[src/rtl/present_decrypt.sv]
// PRESENT-80 block decryptor: expands the user key forward to K32, then peels off
// 31 inverse rounds while walking the key schedule back down to K1.
module present_decrypt (
  input  logic        clk,
  input  logic        rst_n,
  input  logic        chip_enable,
  input  logic        load,
  input  logic [63:0] idat,
  input  logic [79:0] key,
  output logic [63:0] odat,
  output logic        done,
  output logic        busy
);

  // state | meaning
  // IDLE  | waiting for load, odat holds last result
  // KEXP  | forward key schedule, rc = 1..31, ends with kreg = K32
  // DEC   | one inverse round per cycle, rc = 31..1, ends with kreg = K1
  // FIN   | final whitening with K1, pulse done
  localparam logic [1:0] IDLE = 2'd0;
  localparam logic [1:0] KEXP = 2'd1;
  localparam logic [1:0] DEC  = 2'd2;
  localparam logic [1:0] FIN  = 2'd3;

  logic [1:0]  state;
  logic [4:0]  rc;
  logic [63:0] dreg;
  logic [79:0] kreg;
  logic        done_q;

  logic [79:0] k_rot;
  logic [79:0] k_unx;
  logic [79:0] kreg_fwd;
  logic [79:0] kreg_inv;
  logic [63:0] dreg_next;

  function automatic logic [3:0] sbox(input logic [3:0] x);
    case (x)
      4'h0: sbox = 4'hC;  4'h1: sbox = 4'h5;  4'h2: sbox = 4'h6;  4'h3: sbox = 4'hB;
      4'h4: sbox = 4'h9;  4'h5: sbox = 4'h0;  4'h6: sbox = 4'hA;  4'h7: sbox = 4'hD;
      4'h8: sbox = 4'h3;  4'h9: sbox = 4'hE;  4'hA: sbox = 4'hF;  4'hB: sbox = 4'h8;
      4'hC: sbox = 4'h4;  4'hD: sbox = 4'h7;  4'hE: sbox = 4'h1;  default: sbox = 4'h2;
    endcase
  endfunction

  function automatic logic [3:0] inv_sbox(input logic [3:0] x);
    case (x)
      4'h0: inv_sbox = 4'h5;  4'h1: inv_sbox = 4'hE;  4'h2: inv_sbox = 4'hF;  4'h3: inv_sbox = 4'h8;
      4'h4: inv_sbox = 4'hC;  4'h5: inv_sbox = 4'h1;  4'h6: inv_sbox = 4'h2;  4'h7: inv_sbox = 4'hD;
      4'h8: inv_sbox = 4'hB;  4'h9: inv_sbox = 4'h4;  4'hA: inv_sbox = 4'h6;  4'hB: inv_sbox = 4'h3;
      4'hC: inv_sbox = 4'h0;  4'hD: inv_sbox = 4'h7;  4'hE: inv_sbox = 4'h9;  default: inv_sbox = 4'hA;
    endcase
  endfunction

  // Inverse permutation (bit j -> 4j mod 63, bit 63 fixed) followed by inverse S-layer.
  function automatic logic [63:0] inv_round(input logic [63:0] x);
    logic [63:0] p;
    logic [63:0] r;
    p = '0;
    for (int j = 0; j < 63; j++) begin
      p[6'((4 * j) % 63)] = x[j];
    end
    p[63] = x[63];
    r = '0;
    for (int i = 0; i < 16; i++) begin
      r[4*i +: 4] = inv_sbox(p[4*i +: 4]);
    end
    return r;
  endfunction

  always_comb begin
    k_rot = {kreg[18:0], kreg[79:19]};
    kreg_fwd = k_rot;
    kreg_fwd[79:76] = sbox(k_rot[79:76]);
    kreg_fwd[19:15] = k_rot[19:15] ^ rc;

    k_unx = kreg;
    k_unx[19:15] = kreg[19:15] ^ rc;
    k_unx[79:76] = inv_sbox(kreg[79:76]);
    kreg_inv = {k_unx[60:0], k_unx[79:61]};

    dreg_next = inv_round(dreg ^ kreg[79:16]);
  end

  always_ff @(posedge clk or negedge rst_n) begin
    if (!rst_n) begin
      state  <= IDLE;
      rc     <= 5'd0;
      dreg   <= 64'd0;
      kreg   <= 80'd0;
      odat   <= 64'd0;
      done_q <= 1'b0;
      busy   <= 1'b0;
    end else if (chip_enable) begin
      done_q <= 1'b0;
      if (load) begin
        dreg  <= idat;
        kreg  <= key;
        rc    <= 5'd1;
        odat  <= 64'd0;
        busy  <= 1'b1;
        state <= KEXP;
      end else begin
        case (state)
          KEXP: begin
            kreg <= kreg_fwd;
            if (rc == 5'd31) begin
              state <= DEC;
              rc    <= 5'd31;
            end else begin
              rc <= rc + 5'd1;
            end
          end
          DEC: begin
            dreg <= dreg_next;
            kreg <= kreg_inv;
            rc   <= rc - 5'd1;
            if (rc == 5'd1) state <= FIN;
          end
          FIN: begin
            odat   <= dreg ^ kreg[79:16];
            done_q <= 1'b1;
            state  <= IDLE;
          end
          default: busy <= 1'b0;
        endcase
      end
    end
  end

  // A pending pulse is held across disabled cycles and shown on the first enabled one.
  assign done = done_q & chip_enable;

endmodule

[config.mk]
export PLATFORM = sky130hd
export DESIGN_NAME = present_decrypt
export DESIGN_NICKNAME = d
export VERILOG_FILES = /design/src/rtl/present_decrypt.sv
export SDC_FILE = /design/constraint.sdc
export NUM_CORES = 1
export LEC_CHECK = 0
export ABC_AREA = 0
export BUFFER_PORTS_ARGS = -buffer_cell sky130_fd_sc_hd__buf_2
export CAP_MARGIN = 20
export CELL_PAD_IN_SITES_DETAIL_PLACEMENT = 1
export CELL_PAD_IN_SITES_GLOBAL_PLACEMENT = 1
export CORE_AREA = 2 2 192 147
export DETAILED_ROUTE_END_ITERATION = 12
export DIE_AREA = 0 0 194 149
export PLACE_DENSITY = 0.89
export REMOVE_ABC_BUFFERS = 1
export SLEW_MARGIN = 20
export SYNTH_ARGS = -nofsm -noshare
export SYNTH_HDL_FRONTEND = slang
export SYNTH_SLANG_ARGS = --single-unit
export TNS_END_PERCENT = 1
[constraint.sdc]
create_clock -name clk -period 5.75 [get_ports clk]
set_input_delay 1.15 -clock clk [delete_from_list [all_inputs] [get_ports clk]]
set_output_delay 1.15 -clock clk [all_outputs]
set_load 0.02 [all_outputs]
==> results of run 1 <==
==> report_power, final <==
part	internal [mW]	switching, mW
logic	0.595	0.911
registers	1.72	0.263
clock network	0.828	0.628
total	3.14	1.80
==> flip-flops by register name, summed over array words and instances (netlist names) <==
register  count
kreg         80
state         2
odat         64
done_q        1
dreg         64
rc            5
busy          1
==> path summary, 6_finish.rpt <==
check / start / endpoint / slack [ps] / depth (start not counted)
setup / recovery: chip_enable / done / 2500 / 3
hold / removal: odat[9]$_DFFE_PN0P_ / odat[9]$_DFFE_PN0P_ / 470 / 2
setup reg to reg: state[0]$_DFFE_PN0P_ / dreg[29]$_DFFE_PN0P_ / 2930 / 5
hold reg to reg: odat[9]$_DFFE_PN0P_ / odat[9]$_DFFE_PN0P_ / 470 / 2
max in group asynchronous: rst_n / kreg[48]$_DFFE_PN0P_ / 3920 / 2
min in group asynchronous: rst_n / odat[41]$_DFFE_PN0P_ / 640 / 1
==> per-stage QoR <==
stage          std cells   util  hold slack, ps  setup WS [ps]
2_1_floorplan       1315      -             469            215
3_3_place_gp        1898  0.483             458           2360
3_5_place_dp        1898  0.483             465           2230
6_report            1941  0.509             475           2500
5_1_grt             1941  0.509             504           2490
4_1_cts             1941  0.509             479           2520
==> routing by layer <==
layer	wire length (um)	part of all wire
met1	18900	0.44
met2	19700	0.45
met5	14	0.00032
met4	1270	0.029
met3	3390	0.078
==> cells by family after synthesis <==
family | Yosys count | synth area share
buffers and inverters | 125 | 0.0463
DFF | 217 | 0.454
muxes | 9 | 0.0107
AOI/OAI and AO/OA | 513 | 0.245
xor gates and xnor gates | 92 | 0.0699
and+or+nand+nor | 436 | 0.151
adders and majority gates | 22 | 0.0230
==> cell usage in the layout (no fill, tap or decap), types with 17 or more instances in the layout <==
master                      count
sky130_fd_sc_hd__o22ai_1       17
sky130_fd_sc_hd__nor2_1        49
sky130_fd_sc_hd__ha_1          22
sky130_fd_sc_hd__nand3_1       23
sky130_fd_sc_hd__nand2_1      303
sky130_fd_sc_hd__nor3_1        22
sky130_fd_sc_hd__buf_2        211
sky130_fd_sc_hd__dfrtp_1      217
sky130_fd_sc_hd__o21ai_1       41
sky130_fd_sc_hd__o21ai_0      163
sky130_fd_sc_hd__clkbuf_16     25
sky130_fd_sc_hd__inv_1         20
sky130_fd_sc_hd__xnor2_1       75
sky130_fd_sc_hd__a21oi_1      191
==> final cells by class <==
type,count,area (sq um)
clock buffer,41,706
multi-input combinational,1072,6020
timing repair buffer,226,1190
tap,357,447
inverter,26,97.6
clock inverter,2,10.0
sequential,217,5430
fill,3317,13400
==> worst min-delay path, stage by stage (launching register included) <==
cell and delay, ps:
sky130_fd_sc_hd__dfrtp_1 340, sky130_fd_sc_hd__nand2_1 50, sky130_fd_sc_hd__o21ai_0 60
==> results.md, run 1 <==
Run status:
- The flow ran to the end, and the final reports show no timing, DRC or antenna violations.

Die:
- In this run the horizontal extent of the chip is 194 um.
- The region available for standard cell placement spans ~27000 sq um.
- The die covers a little under 30000 sq um.
- The site row count is 53.
- The die is 149 um tall.
- 214 I/O pins were placed.
- The starting density of the core is 0.438.

Drt:
- The first-pass iteration count of the detailed router is 5.
- The count of antenna-violating nets left after detailed routing is 0.
- After detailed routing, the number of remaining DRC violations is 0.
- Using the TritonRoute via totals, the vias-per-cell ratio works out to 6.02.
- For this block, the routed nets add up to around 43 mm of wire.
- The first-iteration detailed-routing DRC count is 941.
- The total via count after detailed routing is between 10000 and 15000.
- The average detailed-routed wire length per instance is 22.3 um.

Synth:
- In the synthesized netlist the dominant register cell turns out to be sky130_fd_sc_hd__dfrtp_1.
- The leading area contributor after synthesis is sky130_fd_sc_hd__dfrtp_1.
- The number of enable-type register cells in the synthesized netlist is 0.
- The share of synthesized registers carrying an async set or reset is 1.00.
- The cell count after synthesis came out at 1414.
- The number of flip-flops and latches in the synthesized netlist is 217.
- In the post-synthesis netlist, the biggest area contributors are sky130_fd_sc_hd__dfrtp_1 45%, sky130_fd_sc_hd__nand2_1 9.5%, sky130_fd_sc_hd__a21oi_1 8.0%.
- The Yosys warning count is 0.
- The share of synthesized area in the top cell type comes to 0.454.
- The combined area of all synthesized cells is ~12000 sq um.
- Synthesis instantiated 50 different standard cells from the library.
- Sorting the synthesized cells by how often they occur yields 304 x sky130_fd_sc_hd__nand2_1, 217 x sky130_fd_sc_hd__dfrtp_1, 191 x sky130_fd_sc_hd__a21oi_1.
- The post-synthesis average cell area is 8.45 sq um.
- The most frequently used cell type in the post-synthesis netlist is sky130_fd_sc_hd__nand2_1.
- For this run, the register share of the synthesized area comes to 0.454.

Clocking:
- The later pin in the worst-skew pair is clocked with a latency of 520 ps.
- For this design, the CTS-stage hold fixing added 0 buffers.
- TritonCTS built the clock tree.
- The tree is rooted in a sky130_fd_sc_hd__clkbuf_16.
- The number of buffers inserted to repair setup after CTS is 0.
- The number of gates resized after CTS was 0.
- TritonCTS created 24 clock buffers.
- The maximum root-to-sink buffer count is 3.
- Clock-pin slew was measured on the worst setup and hold paths at 60 ps.
- The number of H-tree levels is 1.
- The TritonCTS sink count is 217.

Global routing:
- The total grt overflow is 0.
- The initial antenna violation count came to 1.
- The first-pass GRT wire length is 67.3 mm.
- The number of global-route vias before repair is approximately 12000.
- The global routing met1 resource utilization is 0.417.
- Entering global routing, the biggest net connects between 100 and 150 pins.
- For this run, global-route usage on met2 was measured as 0.469.
- The aggregate global-route resource usage is 0.295.
- The global routing stage identified its most utilized layer as met2.
- In the global route stage, met3 resource usage came out at 0.0445.

Timing:
- Setup violations remaining at the end of the flow were counted as 0.
- The post-route clock skew is roughly 12 ps.
- The count of pins over their slew limit is 0.
- Setup repair after global routing left no endpoint under its margin.
- The final hold violation count is 0.
- Counting I/O delays and the setup requirement, the final critical path takes 3250 ps.
- The final critical-path share of the clock period is 0.564.
- The relative slew slack is 0.214.
- The slew at the pin with the worst max-slew slack is 1170 ps.
- The final sum of negative setup slack is 0 ps.
- The maximum clock frequency is 0.308 GHz.

Cells and area:
- The number of antenna diodes in the final layout is 0.
- The layout overhead on the synthesized area is 16.3%.
- In the final layout, the share of cells above drive strength 1 is 0.176.
- The post-layout instance area is 13900 sq um.
- At the end of the flow, the number of nets in the layout was 1737.

Worst hold path:
- The worst hold path belongs to the class reg -> reg.

Worst setup path:
- The worst setup path is launched from a primary input.
- Traced cell by cell, the critical path runs through buf_2 > and2_1 > buf_2.
- The largest single stage delay on the critical path is about 530 ps.
- The maximum fanout encountered on the critical timing path is 22.
- STA puts the critical path data required time at 4600 ps.
- The critical path in this run is classified as in -> out.
- Together, buffers and inverters on the worst path number 2.
- In this design, the largest share of critical-path delay is due to buffers and inverters.
- The endpoint type of the worst setup path is a primary output.
- The slowest library cell on the worst path is sky130_fd_sc_hd__buf_2.
- The most repeated library cell on the critical path is sky130_fd_sc_hd__buf_2.
- Data arrives at the worst endpoint at 2100 ps.

Flow run:
- The max-capacitance violation count is 0.

Power:
- The overall power after layout is 4.94 mW.
- For this design the static power due to leakage is 6.19 nW.
- Dividing total power by cell area gives a power density of around 360 nW/um^2.
- IR analysis of the VDD net gives a maximum drop of roughly 0.00021 V.

Place:
- After detailed placement, the total cell area comes to 13200 sq um.
- The estimated wirelength of the detail-placed design is 29.5 mm.
- The count of buffers added on input and output ports is between 200 and 250.
- The weighted congestion reported at the end of routability-driven placement is 0.860.
No activity file was read; power rests on OpenSTA's default activity.
==> inputs of run 2 (changes only) <==
--- a/config.mk
+++ b/config.mk
@@ -5,15 +5,15 @@
 export SDC_FILE = /design/constraint.sdc
 export NUM_CORES = 1
 export LEC_CHECK = 0
-export ABC_AREA = 0
+export ABC_AREA = 1
 export BUFFER_PORTS_ARGS = -buffer_cell sky130_fd_sc_hd__buf_2
 export CAP_MARGIN = 20
 export CELL_PAD_IN_SITES_DETAIL_PLACEMENT = 1
 export CELL_PAD_IN_SITES_GLOBAL_PLACEMENT = 1
-export CORE_AREA = 2 2 192 147
+export CORE_AREA = 2 2 209 160
 export DETAILED_ROUTE_END_ITERATION = 12
-export DIE_AREA = 0 0 194 149
-export PLACE_DENSITY = 0.89
+export DIE_AREA = 0 0 211 162
+export PLACE_DENSITY = 0.84
 export REMOVE_ABC_BUFFERS = 1
 export SLEW_MARGIN = 20
 export SYNTH_ARGS = -nofsm -noshare
==> constraint.sdc (replaced) <==
create_clock -name clk -period 3.05 [get_ports clk]
set_input_delay 0.61 -clock clk [delete_from_list [all_inputs] [get_ports clk]]
set_output_delay 0.61 -clock clk [all_outputs]
set_load 0.02 [all_outputs]
==> results.md, run 2 <==
Run status:
- The flow ran to the end, and the final reports show no timing, DRC or antenna violations.

Power:
- The relative contribution of sequential cells to total power was 0.313 (-0.088).
- The fraction of power consumed by combinational cells is 0.497 (+0.192).
- The internal power summed over all cells is 8.71 mW (+180%).
- The net switching power came to 8.18 mW (+350%).
- The maximum VDD drop was 0.000442 V (+110%).
- The static leakage is 7.76 nW (+25%).
- The proportion of total power due to net switching was 0.484 (+0.120).
- The overall power after layout is 16.9 mW (+240%).
- The relative contribution of the clock network to total power was 0.190 (-0.104).
- The power per cell area is 1120 nW/um^2 (+210%).

Timing:
- Setup repair after global routing left no endpoint under its margin.
- The count of pins over their slew limit is 0 (unchanged).
- The final hold violation count is 0 (unchanged).
- The relative slew slack is 0.309 (+0.0950).
- The slew at the pin with the worst max-slew slack came to 1040 ps (-134 ps).
- Of the available clock period, the critical path in the final layout requires 0.697.
- The final count of negative-setup-slack endpoints came to 0 (unchanged).
- Based on the critical path, the design can be clocked at up to approximately 0.47 GHz.
- The minimum period implied by the final worst setup slack is 2130 ps.
- The post-route clock skew came to 17.4 ps (+5.44 ps).
- The worst hold slack is 81.4 ps (-394 ps).

Cells and area:
- The number of flip-flops in the largest register is 80 (unchanged).
- The filler cell count in the final layout was 4099 (+24%).
- The footprint of the multi-input gates is 6610 sq um (+9.7%).
- The filler-free cell count of the finished design is 2377 (+22%).
- The top cell types in the final layout, fill and taps aside, are 661 x sky130_fd_sc_hd__nand2_1, 217 x sky130_fd_sc_hd__dfrtp_1, 211 x sky130_fd_sc_hd__buf_2.
- The register with the most flip-flops is kreg.
- The storage element area was 5430 sq um (unchanged).
- The number of diodes added for antenna fixing is 0 (unchanged).
- The layout overhead on the synthesized area is 16.7%.
- The post-layout instance area came to 15100 sq um (+8.9%).
- Leaving out fill and tap cells, the most frequent cell in the layout is sky130_fd_sc_hd__nand2_1.
- The fraction of final layout cells with drive strength greater than 1 is 0.180 (+0.00474).
- The share of the core filled with cells in the final layout is 0.473 (-0.0361).
- The total number of nets in the final design is 2118 (+22%).
- In the final layout, the registers with the most flip-flops are kreg (80), dreg (64), odat (64).

Worst setup path:
- The maximum fanout encountered on the critical timing path is 28 (+27%).
- The setup slack of the most critical reg-to-reg path is 920 ps (-2010 ps).
- In this run the worst setup path begins at state[1]$_DFFE_PN0P_.
- The nature of the critical path startpoint is a register.
- The required arrival time at the worst endpoint is 3510 ps (-1090 ps).
- The critical register-to-register path endpoint is dreg[62]$_DFFE_PN0P_.
- The class of the most critical setup path is reg -> reg.
- The launching point of the worst reg2reg path is state[1]$_DFFE_PN0P_.
- The endpoint type of the worst setup path is a register.
- The data arrival time of the critical path was 2580 ps (+480 ps).
- The worst reg2reg path depth is 7 (+2).

Die:
- The die extent in x came to 211 um (+8.8%).
- The count of boundary I/O pins came to 214 (unchanged).
- The site row count was 57 (+7.5%).
- The starting density of the core is 0.405 (-0.0325).
- The floorplan die area is 34200 sq um (+18%).
- The vertical extent of the die is 162 um (+8.7%).
- The area of the placeable core is 32000 sq um (+17%).

Synth:
- The unique cell type count in the Yosys netlist is 35 (-30%).
- The commonest cells after synthesis are 661 x sky130_fd_sc_hd__nand2_1, 217 x sky130_fd_sc_hd__dfrtp_1, 185 x sky130_fd_sc_hd__o21ai_0.
- The share of synthesized registers carrying an async set or reset came to 1.00 (unchanged).
- The number of enable-type register cells in the synthesized netlist is 0 (unchanged).
- The area share of the largest cell type after synthesis came to 0.419 (-0.0356).
- The share of the yosys chip area belonging to registers came to 0.419 (-0.0356).
- The most frequently used cell type in the post-synthesis netlist is sky130_fd_sc_hd__nand2_1.
- Sorting the synthesized cells by area gives the leading types as sky130_fd_sc_hd__dfrtp_1 42%, sky130_fd_sc_hd__nand2_1 19%, sky130_fd_sc_hd__o21ai_0 7.1%.
- The dominant synthesized flop cell is sky130_fd_sc_hd__dfrtp_1.
- The combined area of all synthesized cells is 13000 sq um (+8.5%).
- The number of flip-flops and latches in the synthesized netlist is 217 (unchanged).
- The Yosys warning count is 0 (unchanged).
- The synthesized design spends more area on one cell type than any other, namely sky130_fd_sc_hd__dfrtp_1.
- The number of standard cells after synthesis is 1778 (+26%).
- The post-synthesis average cell area is 7.30 sq um (-14%).

Clocking:
- The clock latency of the later-clocked register in the worst-skew pair was 540 ps (+20 ps).
- The number of H-tree levels is 1 (unchanged).
- The clock transition at the registers of the reported paths came to 60 ps (about the same).
- The TritonCTS buffer count came to 25 (+4.2%).
- The clock root buffer master is sky130_fd_sc_hd__clkbuf_16.
- The TritonCTS sink count was 217 (unchanged).
- The maximum root-to-sink buffer count came to 3 (unchanged).
- The post-cts hold buffer count is 0 (unchanged).
- TritonCTS built the clock tree.
- The number of buffers inserted to repair setup after CTS is 0 (unchanged).
- The quantity of gates resized following cts was 0 (unchanged).

Drt:
- The first-iteration detailed-routing DRC count is 1100 (+17%).
- The count of antenna-violating nets left after detailed routing is 0 (unchanged).
- The average detailed-routed wire length per instance is 20.5 um (-8.1%).
- The final wirelength came to 48.7 mm (+13%).
- The total via count after detailed routing came to 13176 (+13%).
- The first-pass iteration count of the detailed router is 5 (unchanged).
- The post-route DRC violation count is 0 (unchanged).
- The detail-routed via count per cell is 5.54 (-8.0%).

Place:
- The number of cells in the design after placement was 2334 (+23%).
- The weighted congestion reported at the end of routability-driven placement came to 0.884 (+2.7%).
- The estimated wirelength of the detail-placed design is 34.4 mm (+17%).
- The total of buffers placed on input and output ports is 213 (unchanged).
- The placed cell area was 14300 sq um (+8.4%).

Global routing:
- The aggregate global-route resource usage is 0.284 (-0.0104).
- The global routing stage identified its most utilized layer as met2.
- The met2 track utilization from global routing came to 0.439 (-0.0297).
- The initial antenna violation count is 1 (unchanged).
- The global-route track usage on met3 is 0.0536 (+0.00902).
- The total grt overflow is 0 (unchanged).
- The number of global-route vias before repair came to 13317 (+12%).
- The global routing met1 resource utilization was 0.402 (-0.0147).
- The first-pass GRT wire length is 75.8 mm (+13%).
- The pin count of the biggest net entering global routing is 115 (-13%).

Worst hold path:
- The worst hold path belongs to the class in -> async.

Flow run:
- The max-capacitance violation count is 0 (unchanged).
run 2: cell types whose count changed after synthesis, sizes merged, moves of 12 or more:
cell,delta
nor3,-21
inv,+82
xnor2,-38
nand2,+361
o22ai,+23
nand3,+45
a21oi,-151
o21ai,+77
clkbuf,-12
nand3b,-12
nor2,+108
and3,-14
run 2: how the worst max path moves through the flow:
stage,end,slack [ps],cells past startpoint
after detailed placement,rc[2]$_DFFE_PN0P_,780,5
after floorplan,kreg[0]$_DFFE_PN0P_,-1430,6
after global routing,dreg[62]$_DFFE_PN0P_,740,7
after global placement,rc[3]$_DFFE_PN0P_,840,5
after CTS,dreg[62]$_DFFE_PN0P_,930,8
final,dreg[62]$_DFFE_PN0P_,920,7
run 2: metal layers:
metal	wire, um	up-vias
met2	21400	441
met1	22500	6549
met3	3180	94
met4	1600	2
li1	-	6090
met5	13	-
run 2: kinds of logic (layout without fill, tap and decap cells):
kind of cell | count (synthesis) | in the layout | share of synthesized area
and+or+nand+nor | 895 | 895 | 0.268
AOI/OAI and AO/OA | 395 | 395 | 0.187
DFF | 217 | 217 | 0.419
buffers and inverters | 201 | 387 | 0.0727
xor gates and xnor gates | 48 | 48 | 0.0324
adders and majority gates | 22 | 22 | 0.0212
run 2: cell type report:
type / instances / share of cell area
clock inverter: 9 / 0.00991
multi-input combinational: 1360 / 0.436
tap: 413 / 0.0341
inverter: 108 / 0.0271
clock buffer: 34 / 0.0455
timing repair buffer: 236 / 0.0884
sequential: 217 / 0.359
run 2: metrics by stage:
stage               worst slack, ps  TNS, ps
CTS                             932        0
detailed placement              780        0
finish                          925        0
floorplan                     -1430  -162070
global placement                842        0
global route                    741        0
run 2: power by group through the flow:
stage                     registers (mW)  logic (mW)  clock network [mW]
after floorplan                     5.13        5.48                   0
after global routing                5.44        9.45                3.37
after CTS                           5.26        8.35                3.25
after detailed placement            5.29        8.26                   0
after global placement              5.23        7.91                   0
final                               5.29        8.40                3.20
run 2: critical path: stages (launching register included):
cell                      delay (ps)
sky130_fd_sc_hd__dfrtp_1         490
sky130_fd_sc_hd__nand2_4         280
sky130_fd_sc_hd__nand2_4         200
sky130_fd_sc_hd__nand2_4          90
sky130_fd_sc_hd__inv_1           390
sky130_fd_sc_hd__buf_4           300
sky130_fd_sc_hd__o21ai_0         110
sky130_fd_sc_hd__o21ai_0         160
==> inputs of run 3 (changes only) <==
--- a/config.mk
+++ b/config.mk
@@ -10,10 +10,10 @@
 export CAP_MARGIN = 20
 export CELL_PAD_IN_SITES_DETAIL_PLACEMENT = 1
 export CELL_PAD_IN_SITES_GLOBAL_PLACEMENT = 1
-export CORE_AREA = 2 2 209 160
+export CORE_AREA = 2 2 220 168
 export DETAILED_ROUTE_END_ITERATION = 12
-export DIE_AREA = 0 0 211 162
-export PLACE_DENSITY = 0.84
+export DIE_AREA = 0 0 222 170
+export PLACE_DENSITY = 0.81
 export REMOVE_ABC_BUFFERS = 1
 export SLEW_MARGIN = 20
 export SYNTH_ARGS = -nofsm -noshare
==> constraint.sdc (replaced) <==
create_clock -name clk -period 1.95 [get_ports clk]
set_input_delay 0.39 -clock clk [delete_from_list [all_inputs] [get_ports clk]]
set_output_delay 0.39 -clock clk [all_outputs]
set_load 0.02 [all_outputs]
==> results.md, run 3 (same netlist as run 2, synthesis figures left out) <==
Cells and area:
- The layout overhead on the synthesized area is 20.0%.
- The number of diodes added for antenna fixing is 0 (unchanged).
- The total number of nets in the final design was 2160 (+2.0%).
- The library cell used most frequently in the layout, excluding fill and tap cells, is sky130_fd_sc_hd__nand2_1.
- In the final layout, the registers with the most flip-flops are kreg (80), dreg (64), odat (64).
- The filler cell count in the final layout is 4562 (+11%).
- The number of flip-flops in the largest register is 80 (unchanged).
- In the layout the commonest cells are 660 x sky130_fd_sc_hd__nand2_1, 217 x sky130_fd_sc_hd__dfrtp_1, 211 x sky130_fd_sc_hd__buf_2.
- The fraction of final layout cells with drive strength greater than 1 came to 0.197 (+0.0168).
- Counting flops per register, the top entry is kreg.
- The share of the core filled with cells in the final layout was 0.439 (-0.0344).

Global routing:
- The pin count of the biggest net entering global routing was 73 (-37%).
- The first-pass GRT wire length is 79.3 mm (+4.6%).
- The initial antenna violation count came to 0 (-1).
- The total grt overflow is 0 (unchanged).
- The number of global-route vias before repair was 13810 (+3.7%).
- The aggregate global-route resource usage is 0.270 (-0.0142).

Timing:
- The slew at the pin with the worst max-slew slack is 749 ps (-287 ps).
- The final count of negative-setup-slack endpoints is 0 (unchanged).
- The post-route clock skew was 12.4 ps (-5.07 ps).
- The maximum clock frequency was 0.549 GHz (+17%).
- Setup repair after global routing left no endpoint under its margin.
- The final worst-path setup slack is 130 ps (-795 ps).
- The relative slew slack is 0.497 (+0.188).
- The final sum of negative setup slack is 0 ps (unchanged).
- The final hold violation count is 0 (unchanged).
- The final critical-path share of the clock period is 0.933 (+0.237).
- The minimum period implied by the final worst setup slack is 1820 ps (-305 ps).
- The count of pins over their slew limit came to 0 (unchanged).

Clocking:
- The clock latency of the later-clocked register in the worst-skew pair is 560 ps (+20 ps).
- The TritonCTS sink count was 217 (unchanged).
- The number of H-tree levels is 1 (unchanged).
- The clock transition at the registers of the reported paths was 60 ps (about the same).
- The maximum root-to-sink buffer count is 3 (unchanged).
- Clock tree synthesis selected as its root buffer the cell sky130_fd_sc_hd__clkbuf_16.
- The TritonCTS buffer count is 26 (+4.0%).
- The clock tree from TritonCTS is yes.

Worst setup path:
- The worst register-to-register path begins at state[0]$_DFFE_PN0P_.
- The worst register-to-register path ends at kreg[53]$_DFFE_PN0P_.
- The maximum cell stage delay along the critical path came to 600 ps (+110 ps).
- The worst reg2reg path depth was 6 (-1).
- The slowest library cell on the worst path is sky130_fd_sc_hd__o21ai_0.
- The worst setup path is of the reg -> reg kind.
- The family with the most delay on the worst path is compound AO/OA/AOI/OAI gates.
- The setup slack of the most critical reg-to-reg path was 130 ps (-790 ps).
- The worst setup path is captured at a register.
- The data arrival time of the critical path was 2300 ps (-280 ps).
- The nature of the critical path startpoint is a register.
- The required arrival time at the worst endpoint is 2430 ps (-1080 ps).
- The critical path goes through inv_2 > nand2_4 > buf_12 > o21ai_0 > nor2_1 > o22ai_1.
- The number of buffers and inverters on the critical path came to 2 (unchanged).
- The maximum fanout encountered on the critical timing path is 69 (+150%).

Die:
- The die extent in x is 222 um (+5.2%).
- The count of boundary I/O pins is 214 (unchanged).
- The starting density of the core was 0.365 (-0.0398).
- The floorplan die area came to 37700 sq um (+10%).
- The vertical extent of the die is 170 um (+4.9%).
- The area of the placeable core is 35500 sq um (+11%).
- The site row count was 60 (+5.3%).

Drt:
- The average detailed-routed wire length per instance was 20.5 um (-0.22%).
- The first-iteration detailed-routing DRC count came to 1064 (-3.3%).
- The total via count after detailed routing came to 13254 (+0.59%).
- The final wirelength is 50.5 mm (+3.7%).
- The detail-routed via count per cell came to 5.37 (-3.2%).
- The first-pass iteration count of the detailed router is 5 (unchanged).
- The post-route DRC violation count is 0 (unchanged).
- The count of antenna-violating nets left after detailed routing came to 0 (unchanged).

Worst hold path:
- The worst hold path begins at idat[59].
- The worst hold path class is in -> reg.
- For hold timing, the worst endpoint is dreg[59]$_DFFE_PN0P_.
- The worst hold path was traced through 3 stages.

Power:
- The power per cell area came to 1730 nW/um^2 (+55%).
- The static leakage was 7.99 nW (+2.9%).
- The overall power after layout is 26.9 mW (+59%).
- The maximum VDD drop is 0.000651 V (+47%).

Run status:
- The run finished with clean final reports.

Place:
- The weighted congestion reported at the end of routability-driven placement is 0.906 (+2.6%).
- The worst setup slack after placement was 199 ps (-581 ps).
- The total of buffers placed on input and output ports is 213 (unchanged).
- The estimated wirelength of the detail-placed design is 37.4 mm (+8.6%).

Flow run:
- The max-capacitance violation count is 0 (unchanged).
## run 3: worst reg2reg max path, delay by kind of cell (launching register included)
family,cells,cell delay [ps]
buf+inv,2,330
compound gates,2,780
simple gates,2,200
flops,1,440
## run 3: timing repair
item,in CTS,in global routing
buffers inserted,0,0
hold buffers,1,0
hold endpoints to repair,40,0
gates resized for setup,0,1
endpoints found under the setup margin,0,1
## run 3: layout make-up
type	count	area, sq um	share of cell area
Tap cell	465	582	0.0374
Clock inverter	7	62.6	0.00402
Multi-Input combinational cell	1360	6610	0.425
Sequential cell	217	5430	0.349
Clock buffer	36	739	0.0475
Timing Repair Buffer	277	1740	0.112
Inverter	108	410	0.0264
## run 3: where the power goes
group          internal [mW]  total (mW)  switching (mW)  leakage, nW
clock                   2.75        4.77            2.02        0.395
combinational           4.86        14.0            9.09         4.87
sequential              6.24        8.19            1.95         2.72
## run 3: layer usage
layer	track usage	wire, um
met1	0.378	23400
met2	0.424	22100
met3	0.0518	3450
met4	0.0811	1570
met5	0	0
## run 3: how the worst max path moves through the flow
stage / start / endpoint / depth (start not counted)
final: state[0]$_DFFE_PN0P_ / kreg[53]$_DFFE_PN0P_ / 6
after global placement: load / dreg[25]$_DFFE_PN0P_ / 9
after global routing: kreg[20]$_DFFE_PN0P_ / dreg[16]$_DFFE_PN0P_ / 10
after CTS: kreg[17]$_DFFE_PN0P_ / dreg[4]$_DFFE_PN0P_ / 10
after detailed placement: kreg[21]$_DFFE_PN0P_ / dreg[20]$_DFFE_PN0P_ / 10
after floorplan: load / kreg[0]$_DFFE_PN0P_ / 6
## run 3: per-stage QoR
stage	cell area [sq um]	cells	hold WS (ps)
after floorplan	12400	1685	94.4
after global placement	14800	2426	328
after detailed placement	14800	2426	330
after CTS	15600	2470	50.2
after global routing	15600	2470	64.6
final	15600	2470	65.3
